**config.mk**
```make
export PLATFORM = sky130hd
export DESIGN_NAME = write_back_stage_flat
export DESIGN_NICKNAME = d
export VERILOG_FILES = /design/src/rtl/write_back_pkg.sv /design/src/rtl/write_back_stage_if.sv /design/src/rtl/write_back_stage_load_extend.sv /design/src/rtl/write_back_stage.sv /design/src/flat_wrapper.sv
export SDC_FILE = /design/constraint.sdc
export NUM_CORES = 1
export LEC_CHECK = 0
export CORE_ASPECT_RATIO = 1.2
export CORE_MARGIN = 2
export CORE_UTILIZATION = 30
export CTS_BUF_LIST = sky130_fd_sc_hd__clkbuf_4 sky130_fd_sc_hd__clkbuf_8 sky130_fd_sc_hd__clkbuf_16
export CTS_CLUSTER_DIAMETER = 80
export DETAILED_ROUTE_END_ITERATION = 10
export SLEW_MARGIN = 20
export SYNTH_ARGS = -nofsm -noshare
export SYNTH_HDL_FRONTEND = slang
export SYNTH_SLANG_ARGS = --single-unit
```
**constraint.sdc**
```tcl
create_clock -name clk -period 4.2 [get_ports clk]
set_input_delay 0.84 -clock clk [delete_from_list [all_inputs] [get_ports clk]]
set_output_delay 0.84 -clock clk [all_outputs]
set_load 0.01 [all_outputs]
```
**src/rtl/write_back_pkg.sv**
```systemverilog
// Shared types and constants for the write-back stage.
//   write_back_select_t     : which source feeds the register-file write
//   reg_file_write_params_t : decoded write enable + destination register
//   wb_state_t              : stage FSM states
//   LOAD_*                  : load funct3 encodings
package write_back_pkg;

    typedef enum logic [1:0] {
        WB_SEL_ALU = 2'd0,
        WB_SEL_MEM = 2'd1,
        WB_SEL_PC  = 2'd2
    } write_back_select_t;

    typedef struct packed {
        logic       write_enable;
        logic [4:0] addr_rd;
    } reg_file_write_params_t;

    typedef enum logic {
        WB_IDLE,
        WB_WAIT_MEM
    } wb_state_t;

    localparam logic [2:0] LOAD_LB  = 3'd0;
    localparam logic [2:0] LOAD_LH  = 3'd1;
    localparam logic [2:0] LOAD_LW  = 3'd2;
    localparam logic [2:0] LOAD_LBU = 3'd4;
    localparam logic [2:0] LOAD_LHU = 3'd5;

endpackage

```
**src/rtl/write_back_stage_if.sv**
```systemverilog
// Execute -> write-back instruction handshake.
//   master (execute): in_valid, wb_params, wb_sel, alu_result, pc, load_funct3
//   slave  (write-back): in_ready
interface write_back_stage_if #(parameter int XLEN = 32);
    import write_back_pkg::*;

    logic                   in_valid;
    logic                   in_ready;
    reg_file_write_params_t wb_params;
    write_back_select_t     wb_sel;
    logic [XLEN-1:0]        alu_result;
    logic [XLEN-1:0]        pc;
    logic [2:0]             load_funct3;

    modport master (
        output in_valid, wb_params, wb_sel, alu_result, pc, load_funct3,
        input  in_ready
    );

    modport slave (
        input  in_valid, wb_params, wb_sel, alu_result, pc, load_funct3,
        output in_ready
    );

endinterface

```
**src/rtl/write_back_stage_load_extend.sv**
```systemverilog
// Load data extraction: picks the byte/halfword lane out of the aligned
// memory word and sign- or zero-extends it.
//   word       : aligned read word
//   offset     : effective address [1:0]
//   funct3     : load width/sign
//   data       : extended result (0 for unsupported funct3)
//   bad_funct3 : funct3 is not a defined load
module load_extend
    import write_back_pkg::*;
#(
    parameter int XLEN = 32
) (
    input  logic [XLEN-1:0] word,
    input  logic [1:0]      offset,
    input  logic [2:0]      funct3,
    output logic [XLEN-1:0] data,
    output logic            bad_funct3
);

    logic [7:0]  byte_v;
    logic [15:0] half_v;

    always_comb begin
        data       = '0;
        bad_funct3 = 1'b0;
        byte_v     = word[{offset, 3'b000} +: 8];
        // Halfword lane comes from offset[1] only; misaligned bit 0 is dropped.
        half_v     = offset[1] ? word[31:16] : word[15:0];
        case (funct3)
            LOAD_LB:  data = {{(XLEN-8){byte_v[7]}}, byte_v};
            LOAD_LH:  data = {{(XLEN-16){half_v[15]}}, half_v};
            LOAD_LW:  data = word;
            LOAD_LBU: data = {{(XLEN-8){1'b0}}, byte_v};
            LOAD_LHU: data = {{(XLEN-16){1'b0}}, half_v};
            default:  bad_funct3 = 1'b1;
        endcase
    end

endmodule

```
**src/rtl/write_back_stage.sv**
```systemverilog
// Write-back stage: consumes one instruction per handshake, selects ALU /
// load / PC+4 data, drives the register-file write port, waits for load
// responses (with optional timeout) and counts retired instructions.
//   clk, reset    : clock, async active-low reset
//   ex            : execute handshake (slave side)
//   mem_rsp_*     : data-memory read response
//   rf_we/addr/wdata : registered write port (also the bypass source)
//   busy          : load outstanding
//   load_fault    : one-cycle pulse on bad funct3 or response timeout
//   retire_count  : committed instructions
module write_back_stage
    import write_back_pkg::*;
#(
    parameter int XLEN        = 32,
    parameter int RET_CNT_W   = 64,
    parameter int MEM_TIMEOUT = 255
) (
    input  logic                 clk,
    input  logic                 reset,
    write_back_stage_if.slave    ex,
    input  logic                 mem_rsp_valid,
    input  logic [XLEN-1:0]      mem_rsp_data,
    output logic                 rf_we,
    output logic [4:0]           rf_addr,
    output logic [XLEN-1:0]      rf_wdata,
    output logic                 busy,
    output logic                 load_fault,
    output logic [RET_CNT_W-1:0] retire_count
);

    localparam int TMO_W = (MEM_TIMEOUT > 1) ? $clog2(MEM_TIMEOUT + 1) : 1;
    localparam logic [TMO_W-1:0] TMO_LAST = TMO_W'((MEM_TIMEOUT > 0) ? MEM_TIMEOUT - 1 : 0);

    wb_state_t              state_q, state_d;
    logic [TMO_W-1:0]       tmo_q, tmo_d;
    reg_file_write_params_t pend_q, pend_d;
    logic [2:0]             pend_f3_q, pend_f3_d;
    logic [1:0]             pend_off_q, pend_off_d;

    logic                   rf_we_q;
    logic [4:0]             rf_addr_q;
    logic [XLEN-1:0]        rf_wdata_q;
    logic                   fault_q;
    logic [RET_CNT_W-1:0]   retire_q;

    logic                   commit;
    logic                   c_we;
    logic [4:0]             c_addr;
    logic [XLEN-1:0]        c_data;
    logic                   fault_d;
    logic [XLEN-1:0]        ext_data;
    logic                   ext_bad;

    load_extend #(.XLEN(XLEN)) u_ext (
        .word       (mem_rsp_data),
        .offset     (pend_off_q),
        .funct3     (pend_f3_q),
        .data       (ext_data),
        .bad_funct3 (ext_bad)
    );

    always_comb begin
        state_d    = state_q;
        tmo_d      = tmo_q;
        pend_d     = pend_q;
        pend_f3_d  = pend_f3_q;
        pend_off_d = pend_off_q;
        commit     = 1'b0;
        c_we       = 1'b0;
        c_addr     = '0;
        c_data     = '0;
        fault_d    = 1'b0;
        case (state_q)
            WB_IDLE: begin
                if (ex.in_valid) begin
                    if (ex.wb_sel == WB_SEL_MEM) begin
                        state_d    = WB_WAIT_MEM;
                        tmo_d      = '0;
                        pend_d     = ex.wb_params;
                        pend_f3_d  = ex.load_funct3;
                        pend_off_d = ex.alu_result[1:0];
                    end else begin
                        commit = 1'b1;
                        c_we   = ex.wb_params.write_enable && (ex.wb_params.addr_rd != 5'd0);
                        c_addr = ex.wb_params.addr_rd;
                        c_data = (ex.wb_sel == WB_SEL_PC) ? ex.pc + XLEN'(4) : ex.alu_result;
                    end
                end
            end
            WB_WAIT_MEM: begin
                // A response on the terminal-count cycle is taken, not faulted.
                if (mem_rsp_valid) begin
                    state_d = WB_IDLE;
                    commit  = 1'b1;
                    c_we    = pend_q.write_enable && (pend_q.addr_rd != 5'd0);
                    c_addr  = pend_q.addr_rd;
                    c_data  = ext_data;
                    fault_d = ext_bad;
                end else if (MEM_TIMEOUT != 0) begin
                    if (tmo_q == TMO_LAST) begin
                        state_d = WB_IDLE;
                        fault_d = 1'b1;
                    end else begin
                        tmo_d = tmo_q + 1'b1;
                    end
                end
            end
            default: state_d = WB_IDLE;
        endcase
    end

    always_ff @(posedge clk or negedge reset) begin
        if (!reset) begin
            state_q    <= WB_IDLE;
            tmo_q      <= '0;
            pend_q     <= '0;
            pend_f3_q  <= '0;
            pend_off_q <= '0;
            rf_we_q    <= 1'b0;
            rf_addr_q  <= '0;
            rf_wdata_q <= '0;
            fault_q    <= 1'b0;
            retire_q   <= '0;
        end else begin
            state_q    <= state_d;
            tmo_q      <= tmo_d;
            pend_q     <= pend_d;
            pend_f3_q  <= pend_f3_d;
            pend_off_q <= pend_off_d;
            rf_we_q    <= c_we;
            fault_q    <= fault_d;
            if (commit) begin
                rf_addr_q  <= c_addr;
                rf_wdata_q <= c_data;
                retire_q   <= retire_q + RET_CNT_W'(1);
            end
        end
    end

    assign ex.in_ready    = (state_q == WB_IDLE);
    assign busy           = (state_q == WB_WAIT_MEM);
    assign rf_we          = rf_we_q;
    assign rf_addr        = rf_addr_q;
    assign rf_wdata       = rf_wdata_q;
    assign load_fault     = fault_q;
    assign retire_count   = retire_q;

endmodule

```
**src/flat_wrapper.sv**
```systemverilog
// flat-port wrapper written by rule: the top's interface ports become plain ports
module write_back_stage_flat import write_back_pkg::*;
#(
    parameter int XLEN        = 32,
    parameter int RET_CNT_W   = 64,
    parameter int MEM_TIMEOUT = 255
)
  (clk, reset, mem_rsp_valid, mem_rsp_data, rf_we, rf_addr, rf_wdata, busy, load_fault, retire_count, ex_in_valid, ex_wb_params, ex_wb_sel, ex_alu_result, ex_pc, ex_load_funct3, ex_in_ready);
  write_back_stage_if #(.XLEN(XLEN)) ex_i ();
  input  logic clk;
  input  logic reset;
  input  logic mem_rsp_valid;
  input  logic [XLEN-1:0] mem_rsp_data;
  output logic rf_we;
  output logic [4:0] rf_addr;
  output logic [XLEN-1:0] rf_wdata;
  output logic busy;
  output logic load_fault;
  output logic [RET_CNT_W-1:0] retire_count;
  input wire logic [$bits(ex_i.in_valid)-1:0] ex_in_valid;
  input wire logic [$bits(ex_i.wb_params)-1:0] ex_wb_params;
  input wire logic [$bits(ex_i.wb_sel)-1:0] ex_wb_sel;
  input wire logic [$bits(ex_i.alu_result)-1:0] ex_alu_result;
  input wire logic [$bits(ex_i.pc)-1:0] ex_pc;
  input wire logic [$bits(ex_i.load_funct3)-1:0] ex_load_funct3;
  output wire logic [$bits(ex_i.in_ready)-1:0] ex_in_ready;
  assign ex_i.in_valid = ex_in_valid;
  assign ex_i.wb_params = ex_wb_params;
  assign ex_i.wb_sel = ex_wb_sel;
  assign ex_i.alu_result = ex_alu_result;
  assign ex_i.pc = ex_pc;
  assign ex_i.load_funct3 = ex_load_funct3;
  assign ex_in_ready = ex_i.in_ready;
  write_back_stage #(.XLEN(XLEN), .RET_CNT_W(RET_CNT_W), .MEM_TIMEOUT(MEM_TIMEOUT)) u_core (.clk(clk), .reset(reset), .ex(ex_i), .mem_rsp_valid(mem_rsp_valid), .mem_rsp_data(mem_rsp_data), .rf_we(rf_we), .rf_addr(rf_addr), .rf_wdata(rf_wdata), .busy(busy), .load_fault(load_fault), .retire_count(retire_count));
endmodule
```
; Word-level counts from Yosys, hierarchy flattened
; Cells that the tools add are included.
[word_totals]
reg_bits = 123
inputBits = 111
out_inout_bits = 105
word_cells = 68
[op_classes]
add_sub_neg = 3
eq_ne = 11
shifts = 1
muxes = 33
n_bitwise = 1
reduce_logical = 8
[ops]
columns = operator, count
row1 = 32-bit case mux with 5 select lines, 1
row2 = 32-bit two-way mux, 4
row3 = 64-bit by 1-bit adder with 64-bit output (second input constant), 1
row4 = 32-bit case mux with 2 select lines, 1
row5 = 32-bit by 3-bit adder with 32-bit output (second input constant), 1
row6 = 8-bit two-way mux, 4
row7 = 32-bit by 6-bit variable part select with 8-bit output, 1
row8 = 16-bit two-way mux, 1
row9 = 8-bit case mux with 2 select lines, 1
row10 = 5-bit two-way mux, 3
row11 = 1-bit two-way mux, 14
row12 = 5-bit case mux with 2 select lines, 1
row13 = 5-bit nonzero test, 2
row14 = 8-bit by 1-bit adder with 8-bit output (second input constant), 1
row15 = 8-bit == test (second input constant), 1
row16 = 3-bit == test (second input constant), 2
row17 = 2-bit inequality test (second input constant), 3
row18 = 1-bit case mux with 2 select lines, 3
row19 = 5-bit OR reduction, 1
row20 = 4-bit AND reduction, 1
row21 = 3-bit by 1-bit == test with 1-bit output (second input constant), 1
row22 = 3-bit by 2-bit == test with 1-bit output (second input constant), 1
row23 = 3-bit zero test, 1
row24 = 3-bit AND reduction, 1
row25 = 5 further kinds, 6

; Longest topological paths before layout
; Gate-level depths: netlist (run 1).
[depth]
depth_word = 5
ltp_mapped = 8
mapped_depth_nobuf = 7

; Modules after synthesis
; Synthesis (run 1) repeated with hierarchy kept, for this count alone.
[hier_totals]
cells_unflattened = 723
hier_area_um2 = 7039.3
[modules_own_cells]
columns = mod, instances, cells_each, area_each_um2, seq_area_each_um2
row1 = write_back_stage, 1, 610, 6239.7, 3078.0
row2 = load_extend, 1, 113, 799.5, 0.0

; Least setup slack after synthesis (run 1)
; Ideal clock, no wire load.
[synth_path]
path_type = input-to-reg
startpoint = input port mem_rsp_data[31]
endpoint = register u_core.rf_wdata_q[27], in the netlist u_core.rf_wdata[27]
arrival_time_ns = 2.234
path_slack_ns = 1.839
cell_stages = 7
cell_sequence = mux4_2 and3b_1 buf_2 a21oi_2 buf_4 a21oi_1 a221o_2
[synth_via]
elab_chain_len = 4
word_cells_on_any_way = 5
classes_between = shift: 1 / mux: 4
[synth_rtl]
columns = item, line
row1 = "start, declared", flat_wrapper.sv:13  ; input logic [XLEN-1:0] mem_rsp_data;
row2 = 32-bit by 6-bit variable part select with 8-bit output / 16-bit two-way mux (equally long branches), "write_back_stage_load_extend.sv:26, write_back_stage_load_extend.sv:28"
row3 = 32-bit case mux with 5 select lines *, write_back_stage_load_extend.sv:29  ; case (funct3)
row4 = 32-bit two-way mux *, write_back_stage.sv:92  ; if (mem_rsp_valid) begin
row5 = 32-bit case mux with 2 select lines *, write_back_stage.sv:73  ; case (state_q)
row6 = "end signal, assigned", write_back_stage.sv:134  ; rf_wdata_q <= c_data;
row7 = "end, declared", write_back_stage.sv:42  ; logic [XLEN-1:0] rf_wdata_q;
; Mark *: on every way between the ends. The rest lies on a longest branch, timed or not.
; A chain may end at the register's enable or synchronous reset.

; Worst setup path after layout (run 1)
[layout_path]
startpoint = input port mem_rsp_valid
endpoint = register u_core.retire_q[42], in the netlist u_core.retire_count[42]
[layout_via]
elab_chain_len = 2
[layout_rtl]
columns = item, line
row1 = "start, declared", flat_wrapper.sv:12  ; input logic mem_rsp_valid;
row2 = 1-bit two-way mux, write_back_stage.sv:92
row3 = 1-bit case mux with 2 select lines, write_back_stage.sv:73
row4 = "end signal, assigned", write_back_stage.sv:135  ; retire_q <= retire_q + RET_CNT_W'(1);
row5 = "end, declared", write_back_stage.sv:44  ; logic [RET_CNT_W-1:0] retire_q;
; Every way passes these cells.

==> metrics, run 1 <==
Setup TNS=0 ns; Worst Path Buf+Inv=2; Worst path slowest cell=clkdlybuf4s50_1; pins over their slew limit=0; post_cts resized=0; Fin. Hold Viols=0; status=finished clean; vias per inst=5.16; chip width=143 um; post-route insts no fill=1,289; area grow syn2layout=45.5%; commonest cells after routing, fill and taps aside=clkdlybuf4s50_1 (214), dfrtp_1 (123), nand2_1 (117), xor2_1 (54), nor2_1 (47); slew of the pin with the lowest slew margin=0.842 ns; Post-Synthesis Cell Area=0.00694 sq mm; Min-Delay Path Class=flip-flop to flip-flop; CP Capture Type=flip-flop; Post-synth EDFFs=0; Peak VDD IR=0.000229 V; post-CTS setup buffers=0; relative slew slack=43.1%; Via Count=6,651; Worst-path clk slew=0.05 ns; first-pass GRT wire length=37,400 um; Critical Path AT=3.24 ns; CTS buffer count=17; H-tree depth=4; clock tree buffer depth=2; count of final setup violators=0; largest net degree at the start of global routing=64; DRC errors left=0; Final Cycle Share=69.1%; post-synthesis async set-or-reset flop share=100%; reg2reg start=u_core.retire_count[6]; worst-case hold path end point=u_core.rf_addr[1]; layout cell share with drive strength beyond 1=7.29%; cell count after synthesis=750; drt initial violations=446; # fillers=2,217; Tmin final=2.90 ns; Final #Nets=1,076; Buffers on Ports=215; I/O Pins=216; Reg2Reg Depth=5; hold path startpoint=u_core.rf_addr[1]; Final WS setup=1.30 ns; worst setup path class=primary input to flip-flop; initial antenna violation count=0; area of the die=0.0244 sq mm; Clock Skew=0.00807 ns; routability cong.=1.00; WHS Path Cells=2; hpwl dp=18,600 um; DR WL/cell=18.7 um; register bit total from synthesis=123; number of antenna diodes=0; Max-cap violations=0; FF-to-FF setup slack=1.77 ns; clk sinks=123; Post-DRT Antenna Nets=0; commonest non-fill, non-tap cell in the layout=clkdlybuf4s50_1; CTS tree=built; Synth top area share=44.3%; core area=0.0230 sq mm; top cell family by delay on the critical path=simple AND/OR/NAND/NOR gates; YS warnings=0; RSZ-0062 raised after global routing=false; Place WS=0.878 ns; startpoint types=primary input; Clock Tree Root=clkbuf_16; CP peak stage delay=0.53 ns; GRT Overall Usage=20.1%; total grt overflow=0; Initial Util=30.2%; hold_buf cts=0; vias in the first global route=6,795; Achievable Freq=0.344 GHz; worst skew pair latency=0.42 ns; Critical Path RT=4.53 ns; power per cell area=399 mW/mm^2; Mapped Avg Cell Area=9.26 sq um; post-synth top area cell=dfrtp_1; Area contributors post-synth=dfrtp_1 (44%), xor2_1 (6.8%), nand2_1 (6.3%); Netlist cell types=59; Inst Count DP=1,257; leak pwr=4.24 nW; Cell Chain, Critical Path=clkdlybuf4s50_1 -> nand2_1 -> o21ai_1 -> buf_4 -> nand4_2 -> nor4_1 -> xor2_1; register area share after synthesis=44.3%; Pre-antenna DRT Iters=5; die height=171 um; Std-Cell Rows=61; reg-to-reg endpoint=u_core.retire_count[42]; dominant synthesized flop cell=dfrtp_1; CP Depth=7; final wirelength=24,100 um; Mapped Nets=865; critical path fanouts, max=19
==> final cells by class <==
| class | instances | area, sq um | area share (%) |
|---|---|---|---|
| timing repair buffer | 226 | 2240 | 22.2 |
| clock buffer | 22 | 482 | 4.77 |
| tap | 315 | 394 | 3.90 |
| clock inverter | 10 | 163 | 1.61 |
| inverter | 14 | 52.6 | 0.520 |
| sequential | 123 | 3080 | 30.5 |
| multi-input combinational | 579 | 3690 | 36.5 |
==> tightest hold or removal path, stage by stage, from the launching register on <==
cell     delay (ns)
dfrtp_1        0.34
nand2_1        0.05
nand2_1        0.05
==> state kept, by name (all words and copies together) (netlist names) <==
| name | flops |
|---|---|
| u_core.retire_count | 64 |
| u_core.pend_off_q | 2 |
| u_core.rf_addr | 5 |
| u_core.load_fault | 1 |
| u_core.pend_f3_q | 3 |
| u_core.pend_q | 6 |
| u_core.busy | 1 |
| u_core.rf_wdata | 32 |
| u_core.rf_we | 1 |
| u_core.tmo_q | 8 |
==> metrics by stage <==
step / util [%] / total power, mW / instance area (sq um) / hold slack, ns
4_1_cts: 43.9 / 4.06 / 10100 / 0.487
5_1_grt: 44.0 / 4.22 / 10100 / 0.500
6_report: 44.0 / 4.03 / 10100 / 0.477
3_5_place_dp: 41.1 / 2.43 / 9450 / 0.475
2_1_floorplan: - / 1.89 / 6940 / 0.446
3_3_place_gp: 41.1 / 2.43 / 9450 / 0.462
==> cell usage after synthesis (6+ instances only) <==
| library cell | number |
|---|---|
| a21oi_1 | 25 |
| or4_1 | 6 |
| xor2_1 | 54 |
| mux2_2 | 9 |
| nand2_1 | 117 |
| a221oi_1 | 7 |
| and4_1 | 7 |
| a21o_1 | 9 |
| buf_2 | 6 |
| o21ai_0 | 15 |
| nor2_1 | 47 |
| clkbuf_1 | 26 |
| o211ai_1 | 13 |
| nor3_1 | 32 |
| nor4_1 | 12 |
| a22oi_1 | 19 |
| dfrtp_1 | 123 |
| nor2b_1 | 6 |
| and2_1 | 6 |
| xnor2_1 | 38 |
| and3_1 | 13 |
| inv_1 | 14 |
| nand4_1 | 29 |
| nand3_1 | 40 |
==> cell families (layout without fill, tap and decap cells) <==
family,count (synthesis),in the layout,synth area share (%)
AO/OA/AOI/OAI,135,135,14.0
XOR/XNOR,92,92,11.6
adder cells (fa/ha/maj),4,4,0.721
buffers and inverters,48,272,2.87
flip-flops,123,123,44.3
multiplexers,11,11,1.93
AND/OR/NAND/NOR,337,337,24.5
==> worst max path at each step <==
stage	start	endpoint	slack [ns]
finish	mem_rsp_valid	u_core.retire_count[42]	1.30
global placement	mem_rsp_valid	u_core.retire_count[60]	0.87
global route	mem_rsp_valid	u_core.retire_count[56]	1.06
floorplan	mem_rsp_data[31]	u_core.rf_wdata[27]	1.84
CTS	mem_rsp_valid	u_core.retire_count[42]	1.27
detailed placement	mem_rsp_valid	u_core.retire_count[42]	0.88
==> power by group <==
group	leakage (nW)	switching [mW]	internal (mW)
combinational	2.33	0.463	0.485
clock	0.314	0.556	1.05
sequential	1.60	0.146	1.32
total	4.24	1.16	2.86
==> metal layers <==
layer | up-vias | track usage, % | part of all wire [%]
met5 | - | 0 | 0
met4 | 0 | 8.05 | 3.2
met3 | 44 | 5.93 | 7.1
met2 | 265 | 34.5 | 49
met1 | 3194 | 23.6 | 41
li1 | 3148 | - | -
No activity file was read; power rests on OpenSTA's default activity.
==> run 2, diff against run 1 <==
==> constraint.sdc (replaced) <==
create_clock -name clk -period 2.4 [get_ports clk]
set_input_delay 0.48 -clock clk [delete_from_list [all_inputs] [get_ports clk]]
set_output_delay 0.48 -clock clk [all_outputs]
set_load 0.01 [all_outputs]
==> run 2 against run 1 <==
Worst hold slack lost 0.33 ns. Total power grew 80%. Non-clock buffer count grew 80. Final cell count grew 6.2%. Flip-flop and latch count is the same. Combinational power grew 92%. Setup slack lost 1.1 ns. Cell area grew 6.4%. Via count grew 5.8%. Critical path depth shrank 1. Sequential power grew 75%.
==> metrics, run 2 (synthesis results as in run 1) <==
Post-DRT Antenna Nets=0 (unchanged); leak pwr=4.62 nW (+9.1%); number of antenna diodes=0 (unchanged); Clock Tree Root=clkbuf_16; final wirelength=24,700 um (+2.5%); area of the die=0.0244 sq mm (unchanged); Final Cycle Share=90.1%; CP peak stage delay=0.51 ns (-0.02 ns); Clock Skew=0.00967 ns (+0.00160 ns); total grt overflow=0 (unchanged); startpoint types=primary input; Min-Delay Path Class=primary input to asynchronous set/reset pin; RSZ-0062 raised after global routing=false; layout cell share with drive strength beyond 1=14.2% (+6.9 points); Achievable Freq=0.462 GHz; CTS buffer count=17 (unchanged); Max-cap violations=0 (unchanged); Tmin final=2.16 ns; DRC errors left=0 (unchanged); slew of the pin with the lowest slew margin=0.709 ns (-0.133 ns); first-pass GRT wire length=39,200 um (+4.8%); Worst-path clk slew=0.06 ns (about the same); GRT Overall Usage=20.8% (+0.70 points); vias in the first global route=7,092 (+4.4%); pins over their slew limit=0 (unchanged); I/O Pins=216 (unchanged); CTS tree=built; Fin. Hold Viols=0 (unchanged); die height=171 um (unchanged); post-route insts no fill=1,369 (+6.2%); initial antenna violation count=0 (unchanged); Final #Nets=1,156 (+7.4%); DR WL/cell=18.1 um (-3.5%); max reg flops=64 (unchanged); power per cell area=676 mW/mm^2 (+69%); clock tree buffer depth=2 (unchanged); Std-Cell Rows=61 (unchanged); Inst Count DP=1,337 (+6.4%); commonest non-fill, non-tap cell in the layout=clkdlybuf4s50_1; routability cong.=0.962 (-4.1%); post_cts resized=0 (unchanged); Critical Path RT=2.70 ns (-1.83 ns); Worst path slowest cell=mux4_2; drt initial violations=382 (-14%); clk sinks=123 (unchanged); Critical Path AT=2.46 ns (-0.78 ns); Via Count=7,036 (+5.8%); chip width=143 um (unchanged); worst setup path class=primary input to flip-flop; Critical path origin=mem_rsp_data[23]; vias per inst=5.14 (-0.39%); commonest cells after routing, fill and taps aside=clkdlybuf4s50_1 (214), dfrtp_1 (123), nand2_1 (117), buf_4 (88), xor2_1 (54); count of final setup violators=0 (unchanged); area grow syn2layout=54.8%; reg2reg start=u_core.retire_count[6]; Cell Chain, Critical Path=clkdlybuf4s50_1 -> mux4_2 -> and3b_1 -> a21oi_2 -> a21oi_1 -> a221o_2; Pre-antenna DRT Iters=5 (unchanged); Final Power=7.26 mW (+80%); Buffers on Ports=215 (unchanged); Initial Util=30.2% (unchanged); largest net degree at the start of global routing=124 (+94%); post-CTS setup buffers=0 (unchanged); hpwl dp=19,500 um (+5.1%); status=finished clean; Worst Path Buf+Inv=1 (-1); CP Capture Type=flip-flop; critical path fanouts, max=7 (-12); Peak VDD IR=0.000384 V (+68%); worst skew pair latency=0.42 ns (about the same); top cell family by delay on the critical path=compound AO/OA/AOI/OAI gates; H-tree depth=4 (unchanged); hold_buf cts=0 (unchanged); relative slew slack=52.7% (+9.6 points); core area=0.0230 sq mm (unchanged)
## run 2: worst paths after layout
| kind | to | slack [ns] | depth (start not counted) |
|---|---|---|---|
| min reg2reg | u_core.rf_addr[3] | 0.48 | 2 |
| min | u_core.retire_count[35] | 0.15 | 2 |
| min in group clk | u_core.rf_addr[3] | 0.48 | 2 |
| max in group asynchronous | u_core.rf_wdata[30] | 1.72 | 2 |
| max | u_core.rf_wdata[27] | 0.24 | 6 |
| max reg2reg | u_core.retire_count[57] | 0.25 | 5 |
## run 2: routing by layer
layer	share of wire (%)	vias up	global-route usage [%]
li1	-	3315	-
met1	40	3383	24.3
met3	6.6	52	4.93
met4	3.9	0	9.30
met2	49	286	36.3
met5	0	-	0
## run 2: layout make-up
type,count,area (sq um)
fill,2210,12200
inverter,14,52.6
multi-input combinational,579,3680
clock inverter,13,215
timing repair buffer,306,2880
sequential,123,3080
tap,315,394
clock buffer,19,447
## run 2: stage by stage
step / util, % / setup TNS (ns) / setup WS [ns] / hold WS, ns / area [sq um]
floorplan: - / 0 / 0.376 / 0.184 / 6940
global placement: 43.9 / -1.68 / -0.180 / 0.458 / 10100
detailed placement: 43.9 / -2.40 / -0.200 / 0.467 / 10100
CTS: 46.8 / 0 / 0.258 / 0.203 / 10700
global route: 46.8 / 0 / 0.0391 / 0.224 / 10700
finish: 46.8 / 0 / 0.238 / 0.147 / 10700
## run 2: where the power goes
group / switching [mW] / internal [mW] / total, mW
logic: 0.854 / 0.966 / 1.82
registers: 0.251 / 2.32 / 2.57
clock network: 0.982 / 1.89 / 2.87
